$ cat src/rtl/phase_decoder_pkg.sv
// Shared types and constants for the four-phase decoder and the clock generator's bench.
package phase_decoder_pkg;

   typedef enum logic [1:0] {
      ST_WAIT_B = 2'd0,
      ST_WAIT_C = 2'd1,
      ST_WAIT_D = 2'd2,
      ST_WAIT_A = 2'd3
   } state_e;

   localparam int PH_A = 0;
   localparam int PH_B = 1;
   localparam int PH_C = 2;
   localparam int PH_D = 3;

   localparam int PHASE_PERIOD  = 32;
   localparam int PHASE_SPACING = 8;

endpackage

$ cat src/rtl/phase_decoder_edge_det.sv
// Rise detector for the four phase levels: compares each level with its previous-cycle value.
module phase_edge_det (
   input  logic       clk_in,
   input  logic       reset,
   input  logic [3:0] lvl,
   output logic [3:0] rise
);

   logic [3:0] lvl_q;

   // Previous-cycle phase levels
   always_ff @(posedge clk_in) begin
      if (reset) begin
         lvl_q <= 4'b0000;
      end else begin
         lvl_q <= lvl;
      end
   end

   assign rise = lvl & ~lvl_q;

endmodule

$ cat src/rtl/phase_decoder.sv
// Tracks the B->C->D->A phase order, assembles serial core bits into words and
// flags order violations and stalls.
module phase_decoder
   import phase_decoder_pkg::*;
#(
   parameter int WORD_W  = 8,
   parameter int TIMEOUT = 16
) (
   input  logic                         clk_in,
   input  logic                         reset,
   input  logic                         clkA,
   input  logic                         clkB,
   input  logic                         clkC,
   input  logic                         clkD,
   input  logic                         core_out,
   input  logic                         clear_err,
   output logic [WORD_W-1:0]            word_out,
   output logic                         word_valid,
   output logic [$clog2(WORD_W+1)-1:0]  bit_count,
   output logic                         phase_err
);

   localparam int CW = $clog2(WORD_W + 1);
   localparam int TW = $clog2(TIMEOUT + 1);
   localparam logic [CW-1:0] LAST_BIT  = CW'(WORD_W - 1);
   localparam logic [TW-1:0] TIMER_MAX = TW'(TIMEOUT);

   logic [3:0]        lvl_s;
   logic [3:0]        rise_s;
   logic [3:0]        exp_mask_s;
   logic              exp_rise_s;
   logic              rise_err_s;
   logic              idle_s;
   logic              timeout_s;
   logic              err_s;
   state_e            state_adv_s;
   state_e            recover_s;
   logic [TW-1:0]     timer_d;
   logic [WORD_W-1:0] shift_d;

   state_e            state_q;
   logic [TW-1:0]     timer_q;
   logic [WORD_W-1:0] shreg_q;
   logic              cap_q;
   logic [WORD_W-1:0] word_q;
   logic              valid_q;
   logic [CW-1:0]     count_q;
   logic              err_q;

   assign lvl_s = {clkD, clkC, clkB, clkA};

   phase_edge_det u_edge (
      .clk_in (clk_in),
      .reset  (reset),
      .lvl    (lvl_s),
      .rise   (rise_s)
   );

   // Expected-phase decode, error and stall detection
   always_comb begin
      exp_mask_s  = 4'b0000;
      state_adv_s = ST_WAIT_C;
      case (state_q)
         ST_WAIT_B: begin exp_mask_s[PH_B] = 1'b1; state_adv_s = ST_WAIT_C; end
         ST_WAIT_C: begin exp_mask_s[PH_C] = 1'b1; state_adv_s = ST_WAIT_D; end
         ST_WAIT_D: begin exp_mask_s[PH_D] = 1'b1; state_adv_s = ST_WAIT_A; end
         ST_WAIT_A: begin exp_mask_s[PH_A] = 1'b1; state_adv_s = ST_WAIT_B; end
         default:   begin exp_mask_s[PH_B] = 1'b1; state_adv_s = ST_WAIT_C; end
      endcase
      // An exact one-hot match is required, so simultaneous rises count as errors
      exp_rise_s = (rise_s == exp_mask_s);
      rise_err_s = (rise_s != 4'b0000) && !exp_rise_s;
      idle_s     = (state_q == ST_WAIT_B) && (count_q == '0);
      timer_d    = timer_q + TW'(1);
      timeout_s  = !exp_rise_s && !idle_s && (timer_d == TIMER_MAX);
      err_s      = rise_err_s || timeout_s;
      recover_s  = (rise_s == 4'b0010) ? ST_WAIT_C : ST_WAIT_B;
      shift_d    = {shreg_q[WORD_W-2:0], cap_q};
   end

   // Phase FSM, bit capture, word assembly and sticky error
   always_ff @(posedge clk_in) begin
      if (reset) begin
         state_q <= ST_WAIT_B;
         timer_q <= '0;
         shreg_q <= '0;
         cap_q   <= 1'b0;
         word_q  <= '0;
         valid_q <= 1'b0;
         count_q <= '0;
         err_q   <= 1'b0;
      end else begin
         valid_q <= 1'b0;
         if (err_s) begin
            err_q   <= 1'b1;
            shreg_q <= '0;
            count_q <= '0;
            cap_q   <= 1'b0;
            timer_q <= '0;
            state_q <= recover_s;
         end else begin
            if (clear_err) begin
               err_q <= 1'b0;
            end
            if (exp_rise_s) begin
               timer_q <= '0;
               state_q <= state_adv_s;
               if (state_q == ST_WAIT_C) begin
                  cap_q <= core_out;
               end
               if (state_q == ST_WAIT_D) begin
                  shreg_q <= shift_d;
                  if (count_q == LAST_BIT) begin
                     word_q  <= shift_d;
                     valid_q <= 1'b1;
                     count_q <= '0;
                  end else begin
                     count_q <= count_q + CW'(1);
                  end
               end
            end else if (idle_s) begin
               timer_q <= '0;
            end else begin
               timer_q <= timer_d;
            end
         end
      end
   end

   assign word_out   = word_q;
   assign word_valid = valid_q;
   assign bit_count  = count_q;
   assign phase_err  = err_q;

endmodule

$ cat config.mk
export PLATFORM = sky130hd
export DESIGN_NAME = phase_decoder
export DESIGN_NICKNAME = d
export VERILOG_FILES = /design/src/rtl/phase_decoder_pkg.sv /design/src/rtl/phase_decoder_edge_det.sv /design/src/rtl/phase_decoder.sv
export SDC_FILE = /design/constraint.sdc
export NUM_CORES = 1
export LEC_CHECK = 0
export CORE_ASPECT_RATIO = 2
export CORE_MARGIN = 3
export CORE_UTILIZATION = 57
export CTS_CLUSTER_DIAMETER = 200
export DETAILED_ROUTE_END_ITERATION = 10
export PLACE_DENSITY_LB_ADDON = 0.1
export SLEW_MARGIN = 40
export SYNTH_ARGS = -nofsm -noshare
export SYNTH_HDL_FRONTEND = slang
export SYNTH_SLANG_ARGS = --single-unit
$ cat constraint.sdc
create_clock -name clk_in -period 5.1 [get_ports clk_in]
set_input_delay 1.02 -clock clk_in [delete_from_list [all_inputs] [get_ports clk_in]]
set_output_delay 1.02 -clock clk_in [all_outputs]
set_load 0.05 [all_outputs]
# Word-level counts from Yosys, hierarchy flattened
# Cells that the tools add are included.
[op_classes] n_addsub=2 n_eq_ne=7 n_mux=12 n_bitwise=5 n_reduce_logical=18
[ops] cell="two-way mux 1 bit" count=8
[ops] cell="case mux 2 bit (4 select lines)" count=1
[ops] cell="OR reduction 4 bit" count=2
[ops] cell="adder 5 x 1 -> 5 bit (second input constant)" count=1
[ops] cell="equality test 5 bit (second input constant)" count=1
[ops] cell="adder 4 x 1 -> 4 bit (second input constant)" count=1
[ops] cell="bitwise AND 4 bit" count=1
[ops] cell="equality test 2 bit (second input constant)" count=2
[ops] cell="equality test 4 x 2 -> 1 bit (second input constant)" count=1
[ops] cell="equality test 4 x 3 -> 1 bit (second input constant)" count=1
[ops] cell="equality test 4 bit" count=1
[ops] cell="logical AND 1 bit" count=4
[ops] cell="zero test 4 bit" count=1
[ops] cell="two-way mux 2 bit" count=2
[ops] cell="two-way mux 4 bit" count=1
[ops] cell="NOT 4 bit" count=1
[ops] cell="AND reduction 2 bit" count=2
[ops] cell="AND reduction 4 bit" count=1
[ops] cell="nonzero test 2 bit" count=2
[ops] cell="nonzero test 4 bit" count=1
[ops] cell="NOT 1 bit" count=3
[ops] cell="equality test 2 x 1 -> 1 bit (second input constant)" count=1
[ops] cell="zero test 1 bit" count=2
[ops] cell="zero test 2 bit" count=1
[ops] cell="2 further kinds" count=2
[word_totals] regBits=33 input_bits=8 out_inout_bits=14 wordCells=53

# Logic depth before layout (Yosys ltp)
[depth] ltp_word=9 ltp_mapped=8 depth_no_buf=6

# Hierarchy
# From an unflattened synthesis, not the netlist that was laid out.
[hier_totals] hier_cells=174 area_unflattened_um2=1627.8
[by_module_without_submodules] module="phase_decoder" instances=1 cells_per_inst=162 area_each_um2=1487.7 seq_area_each_um2=580.6
[by_module_without_submodules] module="phase_edge_det" instances=1 cells_per_inst=12 area_each_um2=140.1 seq_area_each_um2=80.1

# Least setup slack after synthesis
# OpenSTA, ideal clock, no wires.
[synth_timing] path_kind="input to register" from="input clkB" to="register count_q[3], in the netlist bit_count[3]" setup_ns=0.086 t_arrival_ns=2.230 t_required_ns=5.014 setup_slack_ns=2.784 path_stages=5 n_path_buf=0 path_cell_list="nand2b_1 -> xor2_2 -> nand3_4 -> or4_1 -> a211oi_1"
[synth_between] elab_chain_len=7 elab_cells_between_ends=10 cone_classes="eq/ne (1); bitwise (1); reduce/logical (8)"
[synth_lines] element="start: declaration" line_no="phase_decoder.sv:12" rtl="input logic clkB,"
[synth_lines] element="bitwise AND 4 bit *" line_no="phase_decoder_edge_det.sv:20" rtl="assign rise = lvl & ~lvl_q;"
[synth_lines] element="equality test 4 bit" line_no="phase_decoder.sv:71" rtl="exp_rise_s = (rise_s == exp_mask_s);"
[synth_lines] element="zero test 1 bit" line_no="phase_decoder.sv:72, phase_decoder.sv:75"
[synth_lines] element="logical AND 1 bit (2 in a row)" line_no="phase_decoder.sv:75" rtl="timeout_s = !exp_rise_s && !idle_s && (timer_d == TIMER_MAX);"
[synth_lines] element="logical OR 1 bit" line_no="phase_decoder.sv:76" rtl="err_s = rise_err_s || timeout_s;"
[synth_lines] element="OR reduction 2 bit (no line)"
[synth_lines] element="end signal: assignment" line_no="phase_decoder.sv:118" rtl="count_q <= count_q + CW'(1);"
[synth_lines] element="end: declaration" line_no="phase_decoder.sv:47" rtl="logic [CW-1:0] count_q;"
# Every way passes the cells marked *; elsewhere a longest branch is shown, timed or not.
# A chain may end at the register's enable or synchronous reset.

# Final worst setup path
[layout_timing] from="input clkB" to="register word_q[4], in the netlist word_out[4]"
[layout_between] elab_chain_len=8 elab_cells_between_ends=10 cone_classes="eq/ne (1); bitwise (2); reduce/logical (7)"
[layout_lines] element="bitwise AND 4 bit *" line_no="phase_decoder_edge_det.sv:20"
[layout_lines] element="equality test 4 bit" line_no="phase_decoder.sv:71"
[layout_lines] element="zero test 1 bit" line_no="phase_decoder.sv:72, phase_decoder.sv:75"
[layout_lines] element="logical AND 1 bit (2 in a row)" line_no="phase_decoder.sv:75"
[layout_lines] element="logical OR 1 bit" line_no="phase_decoder.sv:76"
[layout_lines] element="NOT 1 bit (no line)"
[layout_lines] element="AND reduction 4 bit (no line) *"
[layout_lines] element="end signal: assignment" line_no="phase_decoder.sv:114" rtl="word_q <= shift_d;"
[layout_lines] element="end: declaration" line_no="phase_decoder.sv:45" rtl="logic [WORD_W-1:0] word_q;"
# Marked as above.

==> qor.txt <==
run status: complete, no violations
postcts setup bufs: 0
routed via count: 1274
placed wire-length estimate: 2500 um
Non-Filler Instances: 216
final setup fails: 0
Root Driver: clkbuf_8
switching pwr: 124 uW
vias per cell: 5.90
TNS Setup: 0 ps
Initial Utilization: 0.614
largest net degree at the start of global routing: 27
CP arrival: 2970 ps
drt pass-1 iters: 4
fmax: 0.357 GHz
CP required: 5270 ps
clk_skew: 2.82 ps
TritonCTS clock tree: yes
Port Buffers: 21
global route overflow: 0
clock power share: 0.406
share of cells above drive strength 1: 0.0745
DR iter-0 viols: 27
post-synth top area cell: dfxtp_1
Distinct cells, synth: 34
Slew Viols, Final: 0
remaining antenna violation count after routing: 0
share of the synthesized area in the top cell type: 0.413
GP Congestion: 0.798
Reg power frac: 0.499
Comb pwr share: 0.095
Worst-path clk slew: 70 ps
syn_nets: 183
cts bufs inserted: 5
worst vdd ir: 0.000277 V
post-synthesis register bit count: 33
Mapped Cells: 167
Worst Path Buf+Inv: 1
Avg WL per Cell: 15.4 um
final hold violation count: 0
placed insts: 208
I/O pin cnt: 22
CP max stage cell: nand4_1
Crit path largest cell delay: 620 ps
first-pass GRT wire length: 5730 um
vias in the first global route: 1291
Max clock buf depth: 2
row cnt: 26
area delta synth->final: 19.8%
CP delay by family, top: simple AND/OR/NAND/NOR gates
Slew @ Worst Pin: 686 ps
Post-Syn Area per Cell: 9.57 um2
initial antenna violation count: 0
Sw Ratio: 0.236
Int Power: 402 uW
crit path capture type: register
die area: 0.00351 mm2
WL final: 3320 um
Post-route DRC: 0
ANT cells: 0
R2R depth: 6
sequential element share of the synthesized area: 0.413
critical-path maximum fanout: 10
Syn Std Cell Area: 0.00160 mm2
cts hold-fix bufs: 0
hold path cells: 2
Die Y: 80.9 um
All-Layer GR Usage: 0.216
Die Wd: 43.4 um
Synth warnings: 0
synth top area cells: dfxtp_1 (41%), ha_1 (6.3%), mux2i_1 (5.6%)
Clock Sinks: 33
CP cell instances: clkdlybuf4s50_1 -> nand2b_1 -> xor2_2 -> nand4_1 -> mux2i_1 -> nor2_1
Slew HR: 0.541
Pleak: 0.717 nW
post-cts sizing count: 0
pwr dens: 275 mW/mm2
crit start category: input pin
Hold Path Class: register to register
Crit path depth: 6
CTS H-tree depth: 2
final worst path period share: 0.549
Clk Latency, worst-skew pair: 280 ps
core area: 0.00260 mm2
filler cell count: 202
RSZ-0062 raised after global routing: false
MaxCap Viol Count: 0
fin crit period: 2800 ps
NumNets Final: 203
Crit Path Class: input pin to register
[registers in the layout, summed over array words and instances (netlist names)]
register and cells:
word_out 8, shreg_q 7, timer_q 5, bit_count 4, u_edge.lvl_q 4, state_q 2
cap_q 1, phase_err 1, word_valid 1
[per-stage QoR]
step / hold WS [ps] / area (um2) / power, mW / utilization / setup WS (ps)
floorplan: 433 / 1600 / 0.304 / - / 2780
global placement: 450 / 1810 / 0.317 / 0.697 / 2100
detailed placement: 473 / 1810 / 0.319 / 0.697 / 2020
CTS: 482 / 1910 / 0.528 / 0.736 / 2300
global route: 501 / 1910 / 0.545 / 0.736 / 2100
finish: 472 / 1910 / 0.527 / 0.736 / 2300
[cells in the mapped netlist, drive strengths merged]
cell and n:
dfxtp 33, nor2 17, nand2b 13, mux2i 9, nand3 9, o32ai 9, a22oi 8, ha 8
clkbuf 6, inv 6, nor2b 6, nand2 5, nand4 5, xor2 5, a21oi 3, a31oi 3
buf 3, xnor2 3, a41oi 2, and4 2, o21ai 2, or3 2, a2111oi 1, a211oi 1
a21o 1, a311oi 1, and2 1, and2b 1, o31ai 1, or4 1
[cells in the final DEF, fill, tap and decap left out, types with 5 or more instances in the layout]
cell type / instances
nand2b_1: 13
nor2b_1: 6
o32ai_1: 9
nand2_1: 5
clkbuf_8: 7
nand3_1: 8
inv_1: 6
nor2_1: 17
a22oi_1: 8
nand4_1: 5
dfxtp_1: 33
ha_1: 8
clkdlybuf4s50_1: 21
mux2i_1: 9
[final cells by class]
| type | count | area, um2 | area share |
|---|---|---|---|
| clock buffers | 7 | 96.3 | 0.0503 |
| clock inverters | 1 | 5.00 | 0.00261 |
| inverters | 6 | 22.5 | 0.0118 |
| multi-input cells | 119 | 877 | 0.458 |
| flip-flops and latches | 33 | 661 | 0.345 |
| well taps | 28 | 35.0 | 0.0183 |
| repair buffers | 22 | 218 | 0.114 |
[power groups by stage]
stage	sequential (mW)	combinational [mW]	clock (mW)
after detailed placement	0.268	0.0502	0
after global placement	0.268	0.0488	0
after global routing	0.263	0.0554	0.227
final	0.262	0.0501	0.214
after CTS	0.263	0.0505	0.215
after floorplan	0.271	0.0334	0
[worst register-to-register path: cells and delay by family, from the launching register on]
family                   cells  cell delay, ps
AND/OR/NAND/NOR              2             690
buffers and inverters        1              90
flip-flops                   1             370
multiplexers                 1             350
XOR/XNOR                     1             350
adder cells (fa/ha/maj)      1             270
[per-layer routing]
metal	GRT usage	up-vias	part of all wire
li1	-	640	-
met1	0.218	601	0.36
met2	0.393	23	0.59
met3	0.0532	10	0.027
met4	0.115	0	0.027
met5	0	-	0
[worst paths after layout]
check	from	to	slack (ps)
max	clkB	word_out[4]	2300
min	phase_err	phase_err	470
max reg2reg	state_q[0]	word_out[4]	2880
min reg2reg	phase_err	phase_err	470
[cell families after synthesis]
| family | Yosys count | synth area share |
|---|---|---|
| AND/OR/NAND/NOR | 62 | 0.215 |
| flip-flops | 33 | 0.413 |
| AO/OA/AOI/OAI | 32 | 0.150 |
| buffers and inverters | 15 | 0.0376 |
| multiplexers | 9 | 0.0564 |
| XOR/XNOR | 8 | 0.0650 |
| adder cells (fa/ha/maj) | 8 | 0.0626 |
No activity file was read; power rests on OpenSTA's default activity.
